$ cat config.mk
export PLATFORM = sky130hd
export DESIGN_NAME = audio_frame_bridge
export DESIGN_NICKNAME = d
export VERILOG_FILES = /design/src/rtl/audio_frame_bridge.sv
export SDC_FILE = /design/constraint.sdc
export NUM_CORES = 1
export LEC_CHECK = 0
export ABC_AREA = 1
export BUFFER_PORTS_ARGS = -buffer_cell sky130_fd_sc_hd__buf_4
export CAP_MARGIN = 20
export CELL_PAD_IN_SITES_DETAIL_PLACEMENT = 2
export CELL_PAD_IN_SITES_GLOBAL_PLACEMENT = 2
export CORE_ASPECT_RATIO = 0.5
export CORE_MARGIN = 10
export CORE_UTILIZATION = 34
export CTS_BUF_LIST = sky130_fd_sc_hd__clkbuf_4 sky130_fd_sc_hd__clkbuf_8
export CTS_CLUSTER_DIAMETER = 50
export DETAILED_ROUTE_END_ITERATION = 8
export GPL_TIMING_DRIVEN = 0
export PLACE_DENSITY = 0.91
export SLEW_MARGIN = 20
export SYNTH_ARGS = -nofsm -noshare
export SYNTH_HDL_FRONTEND = slang
export SYNTH_SLANG_ARGS = --single-unit
$ cat constraint.sdc
create_clock -name clk -period 4.4 [get_ports clk]
set_input_delay 1.1 -clock clk [delete_from_list [all_inputs] [get_ports clk]]
set_output_delay 1.1 -clock clk [all_outputs]
set_load 0.1 [all_outputs]
$ cat src/rtl/audio_frame_bridge.sv
// Moves one stereo frame at a time from the ADC FIFO through a per-channel
// processing stage and packs the two processed samples into the DAC FIFO.
module audio_frame_bridge #(
    parameter int DATA_WIDTH = 32,
    parameter int CH_WIDTH   = DATA_WIDTH / 2
) (
    input  logic                  clk,
    input  logic                  reset,
    input  logic                  adcfifo_empty,
    output logic                  adcfifo_read,
    input  logic [DATA_WIDTH-1:0] adcfifo_readdata,
    output logic [CH_WIDTH-1:0]   proc_in_data,
    output logic                  proc_in_chan,
    output logic                  proc_in_valid,
    input  logic                  proc_in_ready,
    input  logic [CH_WIDTH-1:0]   proc_out_data,
    input  logic                  proc_out_valid,
    output logic                  proc_out_ready,
    input  logic                  dacfifo_full,
    output logic                  dacfifo_write,
    output logic [DATA_WIDTH-1:0] dacfifo_writedata,
    output logic [15:0]           frame_count,
    output logic                  busy
);

    localparam int HALF = DATA_WIDTH / 2;

    typedef enum logic [2:0] {
        ST_IDLE    = 3'd0,
        ST_FETCH   = 3'd1,
        ST_CAPTURE = 3'd2,
        ST_SEND_L  = 3'd3,
        ST_SEND_R  = 3'd4,
        ST_COLLECT = 3'd5,
        ST_WRITE   = 3'd6
    } state_t;

    state_t                state_r;
    state_t                state_next_s;
    logic [DATA_WIDTH-1:0] frame_r;
    logic [1:0]            count_r;
    logic [1:0]            count_next_s;
    logic [CH_WIDTH-1:0]   left_slot_r;
    logic [CH_WIDTH-1:0]   right_slot_r;
    logic [CH_WIDTH-1:0]   left_next_s;
    logic [CH_WIDTH-1:0]   right_next_s;
    logic [CH_WIDTH-1:0]   send_data_s;
    logic                  beat_s;
    logic                  wr_fire_s;

    logic                  adcfifo_read_r;
    logic                  proc_in_valid_r;
    logic                  proc_in_chan_r;
    logic [CH_WIDTH-1:0]   proc_in_data_r;
    logic                  proc_out_ready_r;
    logic                  busy_r;
    logic [15:0]           frame_count_r;
    logic [DATA_WIDTH-1:0] writedata_r;

    function automatic logic [CH_WIDTH-1:0] left_of(input logic [DATA_WIDTH-1:0] frame);
        return CH_WIDTH'(frame[DATA_WIDTH-1:HALF]);
    endfunction

    function automatic logic [CH_WIDTH-1:0] right_of(input logic [DATA_WIDTH-1:0] frame);
        return CH_WIDTH'(frame[HALF-1:0]);
    endfunction

    function automatic logic [DATA_WIDTH-1:0] pack_frame(input logic [CH_WIDTH-1:0] left,
                                                         input logic [CH_WIDTH-1:0] right);
        return {HALF'(left), HALF'(right)};
    endfunction

    assign adcfifo_read      = adcfifo_read_r;
    assign proc_in_valid     = proc_in_valid_r;
    assign proc_in_chan      = proc_in_chan_r;
    assign proc_in_data      = proc_in_data_r;
    assign proc_out_ready    = proc_out_ready_r;
    assign busy              = busy_r;
    assign frame_count       = frame_count_r;
    assign dacfifo_writedata = writedata_r;
    // The strobe must follow the live full flag so a frame is never pushed into a full FIFO.
    assign dacfifo_write     = wr_fire_s;

    // Next-state, result-slot and outgoing-sample decode.
    always_comb begin
        beat_s       = proc_out_valid & proc_out_ready_r;
        wr_fire_s    = (state_r == ST_WRITE) & ~dacfifo_full;
        state_next_s = state_r;
        count_next_s = count_r;
        left_next_s  = left_slot_r;
        right_next_s = right_slot_r;
        send_data_s  = proc_in_data_r;

        if (state_r == ST_CAPTURE) begin
            count_next_s = 2'd0;
            left_next_s  = '0;
            right_next_s = '0;
        end else if (beat_s && (count_r == 2'd0)) begin
            count_next_s = 2'd1;
            left_next_s  = proc_out_data;
        end else if (beat_s && (count_r == 2'd1)) begin
            count_next_s = 2'd2;
            right_next_s = proc_out_data;
        end else begin
            count_next_s = count_r;
        end

        case (state_r)
            ST_IDLE: begin
                if (!adcfifo_empty) begin
                    state_next_s = ST_FETCH;
                end else begin
                    state_next_s = ST_IDLE;
                end
            end
            ST_FETCH:   state_next_s = ST_CAPTURE;
            ST_CAPTURE: state_next_s = ST_SEND_L;
            ST_SEND_L: begin
                if (proc_in_ready) begin
                    state_next_s = ST_SEND_R;
                end else begin
                    state_next_s = ST_SEND_L;
                end
            end
            ST_SEND_R: begin
                if (proc_in_ready) begin
                    state_next_s = ST_COLLECT;
                end else begin
                    state_next_s = ST_SEND_R;
                end
            end
            ST_COLLECT: begin
                if (count_next_s == 2'd2) begin
                    state_next_s = ST_WRITE;
                end else begin
                    state_next_s = ST_COLLECT;
                end
            end
            ST_WRITE: begin
                if (dacfifo_full) begin
                    state_next_s = ST_WRITE;
                end else begin
                    state_next_s = ST_IDLE;
                end
            end
            default: state_next_s = ST_IDLE;
        endcase

        // The left sample is taken straight off the FIFO bus while the frame register loads.
        if (state_next_s == ST_SEND_R) begin
            send_data_s = right_of(frame_r);
        end else if (state_r == ST_CAPTURE) begin
            send_data_s = left_of(adcfifo_readdata);
        end else if (state_next_s == ST_SEND_L) begin
            send_data_s = left_of(frame_r);
        end else begin
            send_data_s = proc_in_data_r;
        end
    end

    // State machine, datapath registers and registered handshake outputs.
    always_ff @(posedge clk) begin
        if (reset) begin
            state_r          <= ST_IDLE;
            frame_r          <= '0;
            count_r          <= 2'd0;
            left_slot_r      <= '0;
            right_slot_r     <= '0;
            adcfifo_read_r   <= 1'b0;
            proc_in_valid_r  <= 1'b0;
            proc_in_chan_r   <= 1'b0;
            proc_in_data_r   <= '0;
            proc_out_ready_r <= 1'b0;
            busy_r           <= 1'b0;
            frame_count_r    <= 16'd0;
            writedata_r      <= '0;
        end else begin
            state_r          <= state_next_s;
            count_r          <= count_next_s;
            left_slot_r      <= left_next_s;
            right_slot_r     <= right_next_s;
            adcfifo_read_r   <= (state_next_s == ST_FETCH);
            proc_in_valid_r  <= (state_next_s == ST_SEND_L) || (state_next_s == ST_SEND_R);
            proc_in_chan_r   <= (state_next_s == ST_SEND_R);
            proc_in_data_r   <= send_data_s;
            proc_out_ready_r <= ((state_next_s == ST_SEND_L) || (state_next_s == ST_SEND_R) ||
                                 (state_next_s == ST_COLLECT)) && (count_next_s < 2'd2);
            busy_r           <= (state_next_s != ST_IDLE);
            if (state_r == ST_CAPTURE) begin
                frame_r <= adcfifo_readdata;
            end
            // Packed word is staged on WRITE entry so it is valid alongside the strobe.
            if ((state_next_s == ST_WRITE) && (state_r != ST_WRITE)) begin
                writedata_r <= pack_frame(left_next_s, right_next_s);
            end
            if (wr_fire_s) begin
                frame_count_r <= frame_count_r + 16'd1;
            end
        end
    end

endmodule

==> flow_metrics.env <==
export IMPL_antenna_left=0
export IMPL_dp_hpwl_um=16900
export IMPL_fill_cells=1893
export IMPL_drc_errors=0
export IMPL_cts_root_buf="clkbuf_8"
export IMPL_vias=5800
export IMPL_status="finished clean"
export IMPL_tightest_slew_ps=800
export IMPL_chipWidth_um=203
export IMPL_dieHeight_um=111
export IMPL_via_per_inst=5.05
export IMPL_yosysSeqAreaShare_pct=48.7
export IMPL_core_um2=16400
export IMPL_cp_num_buf_inv=2
export IMPL_dieArea_um2=22600
export IMPL_max_clock_path_buffers=2
export IMPL_clkTransAtPathRegs_ps=80
export IMPL_cts_setup_buffers=0
export IMPL_cts_tree="yes"
export IMPL_synth_warnings=0
export IMPL_cts_repair_resized=0
export IMPL_final_util_pct=44.7
export IMPL_worstPathCellList="buf_4 -> nor2_4 -> buf_4"
export IMPL_finalSetupTns_ps=0
export IMPL_finalHoldViolCount=0
export IMPL_first_global_vias=6567
export IMPL_io_pins=124
export IMPL_synth_ff_type="dfxtp_1"
export IMPL_critPathTopFamily="buffers and inverters"
export IMPL_ys_types=34
export IMPL_grt_max_degree=17
export IMPL_cp_required_ps=3300
export IMPL_syn_avg_cell_area_um2=7.39
export IMPL_hold_path_class="reg -> reg"
export IMPL_drt_wirelength_per_cell_um=21.7
export IMPL_postCtsHoldBufs=0
export IMPL_slew_violations=0
export IMPL_drv_cap=0
export IMPL_layout_common_cells="nor2_1 (152), dfxtp_1 (138), nand2_1 (137)"
export IMPL_final_layout_size_suffix_gt1_share_pct=21.8
export IMPL_synth_seq_cells=138
export IMPL_leakage_nw=3.42
export IMPL_h_tree_depth=4
export IMPL_dpl_cell_area_um2=6880
export IMPL_critPathSlowestCell="buf_4"
export IMPL_timing_fmax_mhz=349
export IMPL_wl_um=24900
export IMPL_synth_enable_flop_cells=0
export IMPL_fin_crit_sh_pct=65.1
export IMPL_finalInstanceArea_um2=7320
export IMPL_rows=33
export IMPL_syn_area_um2=5680
export IMPL_antenna_found_initial=0
export IMPL_synthesis_nets=823
export IMPL_drtIter0Drc=366
export IMPL_grt_overflow_total=0
export IMPL_finalPower_mw=3.32
export IMPL_power_density_nw_per_um2=454
export IMPL_startpoint_type="input pin"
export IMPL_cp_end_kind="output port"
export IMPL_syn_inst=768
export IMPL_syn2layout_area_growth_pct=28.9
export IMPL_gp_congestion=0.823
export IMPL_peakVddDrop_mv=0.201
export IMPL_finalClockSkew_ps=16.4
export IMPL_drt_pass1_iterations=4
export IMPL_grt_usage_pct=21.9
export IMPL_clock_sinks=138
export IMPL_grt_pass1_wl_um=38900
export IMPL_layout_nets=964
export IMPL_critical_path_class="in -> out"
export IMPL_rsz0062_at_grt="no"
export IMPL_worst_path_most_repeated_cell="buf_4"
export IMPL_start_util_pct=34.7
export IMPL_worstPathArrival_ps=1760
export IMPL_numCtsBuffers=17
export IMPL_multiInputGateArea_um2=2440
export IMPL_antennaDiodeCount=0
export IMPL_fin_crit_ps=2860
export IMPL_setup_viol=0
export IMPL_portBuffers=122
export IMPL_clk_latency_ps=460
export IMPL_register_area_um2=2760
export IMPL_async_flop_share_pct=0
export IMPL_slowest_delay_ps=330
export IMPL_cp_max_fo=7
export IMPL_max_slew_margin_pct=46.6
export IMPL_layout_commonest_cell="nor2_1"
## per-stage QoR
step / hold WS [ps] / std cells / setup slack [ps]
finish: 475 / 1148 / 1540
detailed placement: 458 / 1117 / 1320
floorplan: 445 / 768 / 1670
CTS: 473 / 1148 / 1540
global placement: 454 / 1117 / 1540
global route: 516 / 1148 / 1520
## cells in the mapped netlist, types with 2 or more instances
library cell  count  area share, %
nor2_8            2           0.71
inv_2             5           0.33
nand3b_1         16            2.1
buf_2             6           0.53
nor3_1           11           0.97
buf_6             5           0.99
nor2_4            2           0.40
o21ai_0          78            6.9
dfxtp_1         138             49
nand3_1          11           0.97
buf_1             3           0.20
nand2_1         137            9.1
o21a_1            2           0.26
nor2_2            3           0.33
a21oi_1          57            5.0
nand2_4           5           0.99
o211ai_1          6           0.79
nand4_1           2           0.22
nor2_1          152             10
clkbuf_1         27            1.8
nor4_1            6           0.66
nor3b_1           2           0.26
or2_2            16            1.8
clkinv_1          2           0.13
inv_1            65            4.3
## worst register-to-register path, cell delays in order, from the launching register on
cell	delay (ps)
dfxtp_1	320
buf_4	170
inv_2	80
nand2_4	140
clkbuf_1	420
clkbuf_1	660
o211ai_1	290
a21oi_1	250
## final timing paths
| path | from | to | slack (ps) | depth (start not counted) |
|---|---|---|---|---|
| worst max-delay path | dacfifo_full | dacfifo_write | 1540 | 3 |
| worst min-delay path | frame_r[14]$_SDFFE_PP0N_ | frame_r[14]$_SDFFE_PP0N_ | 470 | 2 |
| worst max register to register | state_r[2]$_SDFF_PP0_ | dacfifo_writedata[22]$_SDFFE_PP0P_ | 2010 | 7 |
| worst min register to register | frame_r[14]$_SDFFE_PP0N_ | frame_r[14]$_SDFFE_PP0N_ | 470 | 2 |
## where the power goes
part / switching, mW / internal, mW
combinational: 0.559 / 0.204
clock: 0.569 / 0.636
sequential: 0.0373 / 1.32
## area by class of cell
type,count,area share (%)
Buffer,42,2.82
Sequential cell,138,37.8
Inverter,72,3.69
Tap cell,227,3.88
Multi-Input combinational cell,516,33.3
Timing Repair Buffer,122,12.5
Clock inverter,13,2.63
Clock buffer,18,3.39
## sequential cells by signal, summed over array words and instances (netlist names)
name,flops
left_slot_r,16
proc_in_valid,1
count_r,2
proc_out_ready,1
proc_in_chan,1
state_r,3
dacfifo_writedata,32
busy,1
frame_count,16
right_slot_r,16
adcfifo_read,1
proc_in_data,16
frame_r,32
## metal layers
metal	track usage [%]	share of wire [%]	vias up
li1	-	-	2719
met1	26.3	45	2934
met2	39.3	51	124
met3	3.91	3.0	23
met4	6.23	1.5	0
met5	0	0	-
## logic make-up (layout without fill, tap and decap cells)
family,after synthesis,after routing,share of synthesized area [%]
AND/OR/NAND/NOR,367,367,29.0
AO/OA/AOI/OAI,147,147,13.6
flip-flops,138,138,48.7
XOR/XNOR,1,1,0.154
buffers and inverters,114,267,8.40
adder cells (fa/ha/maj),1,1,0.220
(Power assumes the default switching activity.)
